## config.mk

```make
export PLATFORM = sky130hd
export DESIGN_NAME = cache_refill_controller
export DESIGN_NICKNAME = d
export VERILOG_FILES = /design/src/rtl/cache_refill_controller.sv
export SDC_FILE = /design/constraint.sdc
export NUM_CORES = 1
export LEC_CHECK = 0
export ABC_AREA = 1
export ABC_CLOCK_PERIOD_IN_PS = 2400
export CORE_AREA = 2 2 81 83
export DETAILED_ROUTE_END_ITERATION = 7
export DIE_AREA = 0 0 83 85
export PLACE_DENSITY_LB_ADDON = 0.3
export SLEW_MARGIN = 20
export SYNTH_ARGS = -nofsm -noshare
export SYNTH_HDL_FRONTEND = slang
export SYNTH_SLANG_ARGS = --single-unit
```

## constraint.sdc

```tcl
create_clock -name clk_i -period 2.4 [get_ports clk_i]
set_input_delay 0.48 -clock clk_i [delete_from_list [all_inputs] [get_ports clk_i]]
set_output_delay 0.48 -clock clk_i [all_outputs]
set_load 0.02 [all_outputs]
```

## src/rtl/cache_refill_controller.sv

```systemverilog
// Cache line refill sequencer: picks a victim way, invalidates it, bursts the line in
// from memory one word per request, then writes the tag with valid set and pulses fill_done.
module cache_refill_controller #(
  parameter int WAY_COUNT      = 2,
  parameter int SET_COUNT      = 64,
  parameter int WORDS_PER_LINE = 4,
  parameter int ADDR_WIDTH     = 32,
  localparam int IDX   = $clog2(SET_COUNT),
  localparam int WOFF  = $clog2(WORDS_PER_LINE),
  localparam int TAG   = ADDR_WIDTH - IDX - WOFF - 2,
  localparam int WAYW  = (WAY_COUNT > 1) ? $clog2(WAY_COUNT) : 1
) (
  input  logic                  clk_i,
  input  logic                  reset_i,
  input  logic                  miss_valid_i,
  input  logic [ADDR_WIDTH-1:0] miss_addr_i,
  output logic                  miss_ready_o,
  output logic [IDX-1:0]        rp_set_o,
  input  logic [WAYW-1:0]       rp_way_i,
  input  logic                  rp_ready_i,
  output logic                  rp_taken_o,
  output logic                  mem_req_o,
  output logic [ADDR_WIDTH-1:0] mem_addr_o,
  input  logic                  mem_gnt_i,
  input  logic                  mem_rvalid_i,
  input  logic [31:0]           mem_rdata_i,
  output logic                  dw_en_o,
  output logic [IDX-1:0]        dw_set_o,
  output logic [WAYW-1:0]       dw_way_o,
  output logic [WOFF-1:0]       dw_word_o,
  output logic [31:0]           dw_data_o,
  output logic                  tw_en_o,
  output logic [IDX-1:0]        tw_set_o,
  output logic [WAYW-1:0]       tw_way_o,
  output logic [TAG-1:0]        tw_tag_o,
  output logic                  tw_valid_o,
  output logic                  fill_done_o
);

  localparam int LINEW = TAG + IDX;
  localparam logic [WOFF-1:0] LAST_WORD = WOFF'(WORDS_PER_LINE - 1);

  typedef enum logic [2:0] {
    S_IDLE   = 3'd0,
    S_VICTIM = 3'd1,
    S_REQ    = 3'd2,
    S_WAIT   = 3'd3,
    S_COMMIT = 3'd4
  } state_t;

  state_t           state_q, state_d;
  logic [LINEW-1:0] line_q, line_d;
  logic [WAYW-1:0]  way_q, way_d;
  logic [WOFF-1:0]  cnt_q, cnt_d;

  logic            miss_ready_s, rp_taken_s, mem_req_s, dw_en_s;
  logic            tw_en_s, tw_valid_s, fill_done_s;
  logic [WAYW-1:0] tw_way_s;

  // Word and byte offsets of the miss never reach memory: refills always start at the line base.
  logic unused_s;
  assign unused_s = ^miss_addr_i[WOFF+1:0];

  // State and latched refill context.
  always_ff @(posedge clk_i) begin
    if (reset_i) begin
      state_q <= S_IDLE;
      line_q  <= '0;
      way_q   <= '0;
      cnt_q   <= '0;
    end else begin
      state_q <= state_d;
      line_q  <= line_d;
      way_q   <= way_d;
      cnt_q   <= cnt_d;
    end
  end

  // Next-state and strobe decode.
  always_comb begin
    state_d      = state_q;
    line_d       = line_q;
    way_d        = way_q;
    cnt_d        = cnt_q;
    miss_ready_s = 1'b0;
    rp_taken_s   = 1'b0;
    mem_req_s    = 1'b0;
    dw_en_s      = 1'b0;
    tw_en_s      = 1'b0;
    tw_valid_s   = 1'b0;
    fill_done_s  = 1'b0;
    tw_way_s     = way_q;
    case (state_q)
      S_IDLE: begin
        miss_ready_s = 1'b1;
        if (miss_valid_i) begin
          line_d  = miss_addr_i[ADDR_WIDTH-1:WOFF+2];
          cnt_d   = '0;
          state_d = S_VICTIM;
        end else begin
          state_d = S_IDLE;
        end
      end
      S_VICTIM: begin
        // The victim is invalidated before any word lands, so an aborted refill leaves it invalid.
        if (rp_ready_i) begin
          way_d      = rp_way_i;
          rp_taken_s = 1'b1;
          tw_en_s    = 1'b1;
          tw_way_s   = rp_way_i;
          state_d    = S_REQ;
        end else begin
          state_d = S_VICTIM;
        end
      end
      S_REQ: begin
        mem_req_s = 1'b1;
        if (mem_gnt_i) begin
          state_d = S_WAIT;
        end else begin
          state_d = S_REQ;
        end
      end
      S_WAIT: begin
        if (mem_rvalid_i) begin
          dw_en_s = 1'b1;
          if (cnt_q == LAST_WORD) begin
            state_d = S_COMMIT;
          end else begin
            cnt_d   = cnt_q + WOFF'(1);
            state_d = S_REQ;
          end
        end else begin
          state_d = S_WAIT;
        end
      end
      S_COMMIT: begin
        tw_en_s     = 1'b1;
        tw_valid_s  = 1'b1;
        fill_done_s = 1'b1;
        state_d     = S_IDLE;
      end
      default: begin
        state_d = S_IDLE;
      end
    endcase
  end

  // Strobes are held low while reset is asserted so an aborted refill issues no writes.
  assign miss_ready_o = miss_ready_s & ~reset_i;
  assign rp_taken_o   = rp_taken_s   & ~reset_i;
  assign mem_req_o    = mem_req_s    & ~reset_i;
  assign dw_en_o      = dw_en_s      & ~reset_i;
  assign tw_en_o      = tw_en_s      & ~reset_i;
  assign tw_valid_o   = tw_valid_s   & ~reset_i;
  assign fill_done_o  = fill_done_s  & ~reset_i;

  assign rp_set_o   = line_q[IDX-1:0];
  assign mem_addr_o = {line_q, cnt_q, 2'b00};
  assign dw_set_o   = line_q[IDX-1:0];
  assign dw_way_o   = way_q;
  assign dw_word_o  = cnt_q;
  assign dw_data_o  = mem_rdata_i;
  assign tw_set_o   = line_q[IDX-1:0];
  assign tw_way_o   = tw_way_s;
  assign tw_tag_o   = line_q[LINEW-1:IDX];

endmodule

```

==> flow_summary.ini <==
[timing]
fin_crit_sh_pct = 95.8
worst_pin_slew_ns = 0.876
hold_violations = 0
worst_slack_ns = 0.101
maxSlewViolCount = 0
fmax_mhz = 435
finClkSkew_ns = 0.00331
slew_headroom_pct = 41.5
tns_ns = 0
rsz0062_at_grt = false
period_minus_slack_ns = 2.30
setup_violations = 0

[yosys]
yosysWarnings = 0
async_flop_share_pct = 0
synth.distinct_cells = 27
synthCells = 262
synthFlopType = dfxtp_1
synth_area_leaders = dfxtp_1 34%, buf_4 29%, nor2_1 12%
synth-seq-cells = 34
synth_top_area_share_pct = 34.2
synth_edf_count = 0
yosysSeqAreaShare_pct = 34.2
syn_area_per_cell_sq_um = 7.60
synth.cell_area_sq_um = 1990
synth_top_cell_by_area = dfxtp_1

[worst_setup_path]
cp_slowest_cell = clkdlybuf4s50_1
crit_path_start_kind = input port
cp.required_ns = 1.92
crit_chain = clkdlybuf4s50_1, nor2_1, clkdlybuf4s50_1
crit_buf_inv = 2
worstSetupPathType = in2out
worst_setup_path_end_kind = output port
crit_fanout = 7
cp_slowest_stage_delay_ns = 0.62
arrival_ns = 1.82
crit_path_frequent_cell = clkdlybuf4s50_1
cp_top_family = buffers and inverters

[placed_design]
gp_congestion = 0.798
hpwl_um = 3370
io_buffers = 115
placed_cells = 371
dp_slack_ns = -0.0806

[layout]
instances_no_fill = 379
syn_to_final_growth_pct = 35.3
fillerInstances = 619
nets = 373
drive_gt1_share_pct = 8.28
antenna_cells = 0

[clock_network]
cts_num_sinks = 34
cts-root-buf = clkbuf_8
htree_num_levels = 2
cts_made_buffers = 5
cts_tree = yes
clock_latency_ns = 0.28
cts.path.max_buffers = 2
path_clk_slew_ns = 0.07
hold_buffers = 0

[power_and_ir_drop]
intPower_w = 0.00119
seqPwrFrac_pct = 38.1
p_comb_share_pct = 38.3
power.density_nw_per_um2 = 669
power_switching_w = 0.000608
pwr-share-clk_pct = 23.7
total_power_w = 0.00180
ir_drop_v = 0.000248
p_leak_nw = 1.10
p_sw_share_pct = 33.8

[floorplanning]
die_area_sq_um = 7060
num_rows = 29
start_util_pct = 32.1
fp.dieW_um = 83
core_area_sq_um = 6200
io_pins = 186
dieHeight_um = 85

[global_route]
antenna_found_initial = 0
grt_pass1_wl_um = 7400
grt.overflow.total = 0
grt_max_degree = 32
grt_pass1_vias = 1546
grtUsageTotal_pct = 12.8

[min_path]
hold_path.class = reg2reg

[run]
maxCapViolCount = 0

[detailed_routing]
drtAntennaViolNets = 0
wl_um = 4510
drt_iter0_markers = 44
routed_via_density = 4.28
wire_per_inst_um = 11.9
num_vias = 1624
drcViolationCount = 0
firstDrtPassIters = 4

[run_status]
status = finished clean
==> metal layers <==
layer	GRT usage (%)	wire [um]	vias up
li1	-	-	822
met1	14.0	1810	721
met2	23.0	2300	71
met3	4.09	334	10
met4	4.92	68	0
met5	0	0	-
==> synth_stat cells (2+ instances only) <==
cell      count
dfxtp_1      34
o21ai_1      18
clkbuf_1      2
inv_2         2
nor2_2        9
buf_4        77
inv_1         8
buf_6         4
nand3_1       6
nand2_1      10
o21ai_0      13
buf_2         2
nor2_4        2
nor2_1       62
==> per-stage QoR <==
stage	cell area [sq um]	hold slack, ns	utilization (%)
after floorplan	1990	0.579	-
final	2690	0.527	43.4
after CTS	2690	0.538	43.4
after global placement	2600	0.506	42.0
after global routing	2690	0.568	43.4
after detailed placement	2600	0.520	42.0
==> final timing paths <==
check                  start           to  slack [ns]  depth (start not counted)
setup reg to reg  state_q[0]   line_q[18]        0.98                          6
hold reg to reg    line_q[7]    line_q[7]        0.53                          2
setup / recovery     reset_i  fill_done_o        0.10                          3
hold / removal     line_q[7]    line_q[7]        0.53                          2
==> cell type report <==
cell class / count / area (sq um) / share of cell area [%]
sequential: 34 / 681 / 25.3
tap: 77 / 96.3 / 3.58
clock inverter: 1 / 5.00 / 0.186
clock buffer: 7 / 86.3 / 3.20
multi-input combinational: 132 / 616 / 22.9
timing repair buffer: 118 / 1170 / 43.5
inverter: 10 / 37.5 / 1.39
==> cells in the final DEF (no fill, tap or decap) <==
cell             count
a21oi_1              1
a21oi_2              1
a31oi_1              1
and2_1               1
buf_4                3
clkbuf_1             1
clkbuf_8             6
clkdlybuf4s50_1    111
clkinv_2             1
conb_1               2
dfxtp_1             34
dlygate4sd2_1        3
dlymetal6s2s_1       1
ha_1                 1
inv_1                8
inv_2                2
nand2_1             10
nand2_4              1
nand3_1              6
nand4_1              1
nor2_1              62
nor2_2               9
nor2_4               2
nor3_1               1
nor4_1               1
o21ai_0             13
o21ai_1             18
or2_0                1
==> worst register-to-register path, cell delays in order (launching register included) <==
cell     delay, ns
dfxtp_1       0.47
nor2_4        0.07
nand2_4       0.09
nor2_4        0.05
inv_2         0.46
nor2_1        0.09
nor2_1        0.13
==> power by group through the flow <==
stage | Combinational [W] | Sequential, W | Clock (W)
after detailed placement | 0.000700 | 0.000699 | 0
after global placement | 0.000697 | 0.000694 | 0
after CTS | 0.000699 | 0.000687 | 0.000450
after floorplan | 0.000471 | 0.000760 | 0
final | 0.000689 | 0.000685 | 0.000426
after global routing | 0.000736 | 0.000698 | 0.000473
==> registers in the layout (all words and copies together), names as in the netlist <==
signal     flops
dw_way_o       1
dw_word_o      2
line_q        28
state_q        3
==> kinds of logic after synthesis <==
family | after synthesis | share of synthesized area, %
buf+inv | 97 | 35.1
compound gates | 34 | 8.80
flops | 34 | 34.2
simple gates | 95 | 21.1
fa+ha+maj | 1 | 0.628
other cells | 1 | 0.188
==> repair_timing <==
item / CTS / global route
buffers inserted: 0 / 0
gates cloned: 0 / 0
setup endpoints to repair: 3 / 1
gates resized for setup: 3 / 1
Note: power is estimated with default switching activity, not from simulation.
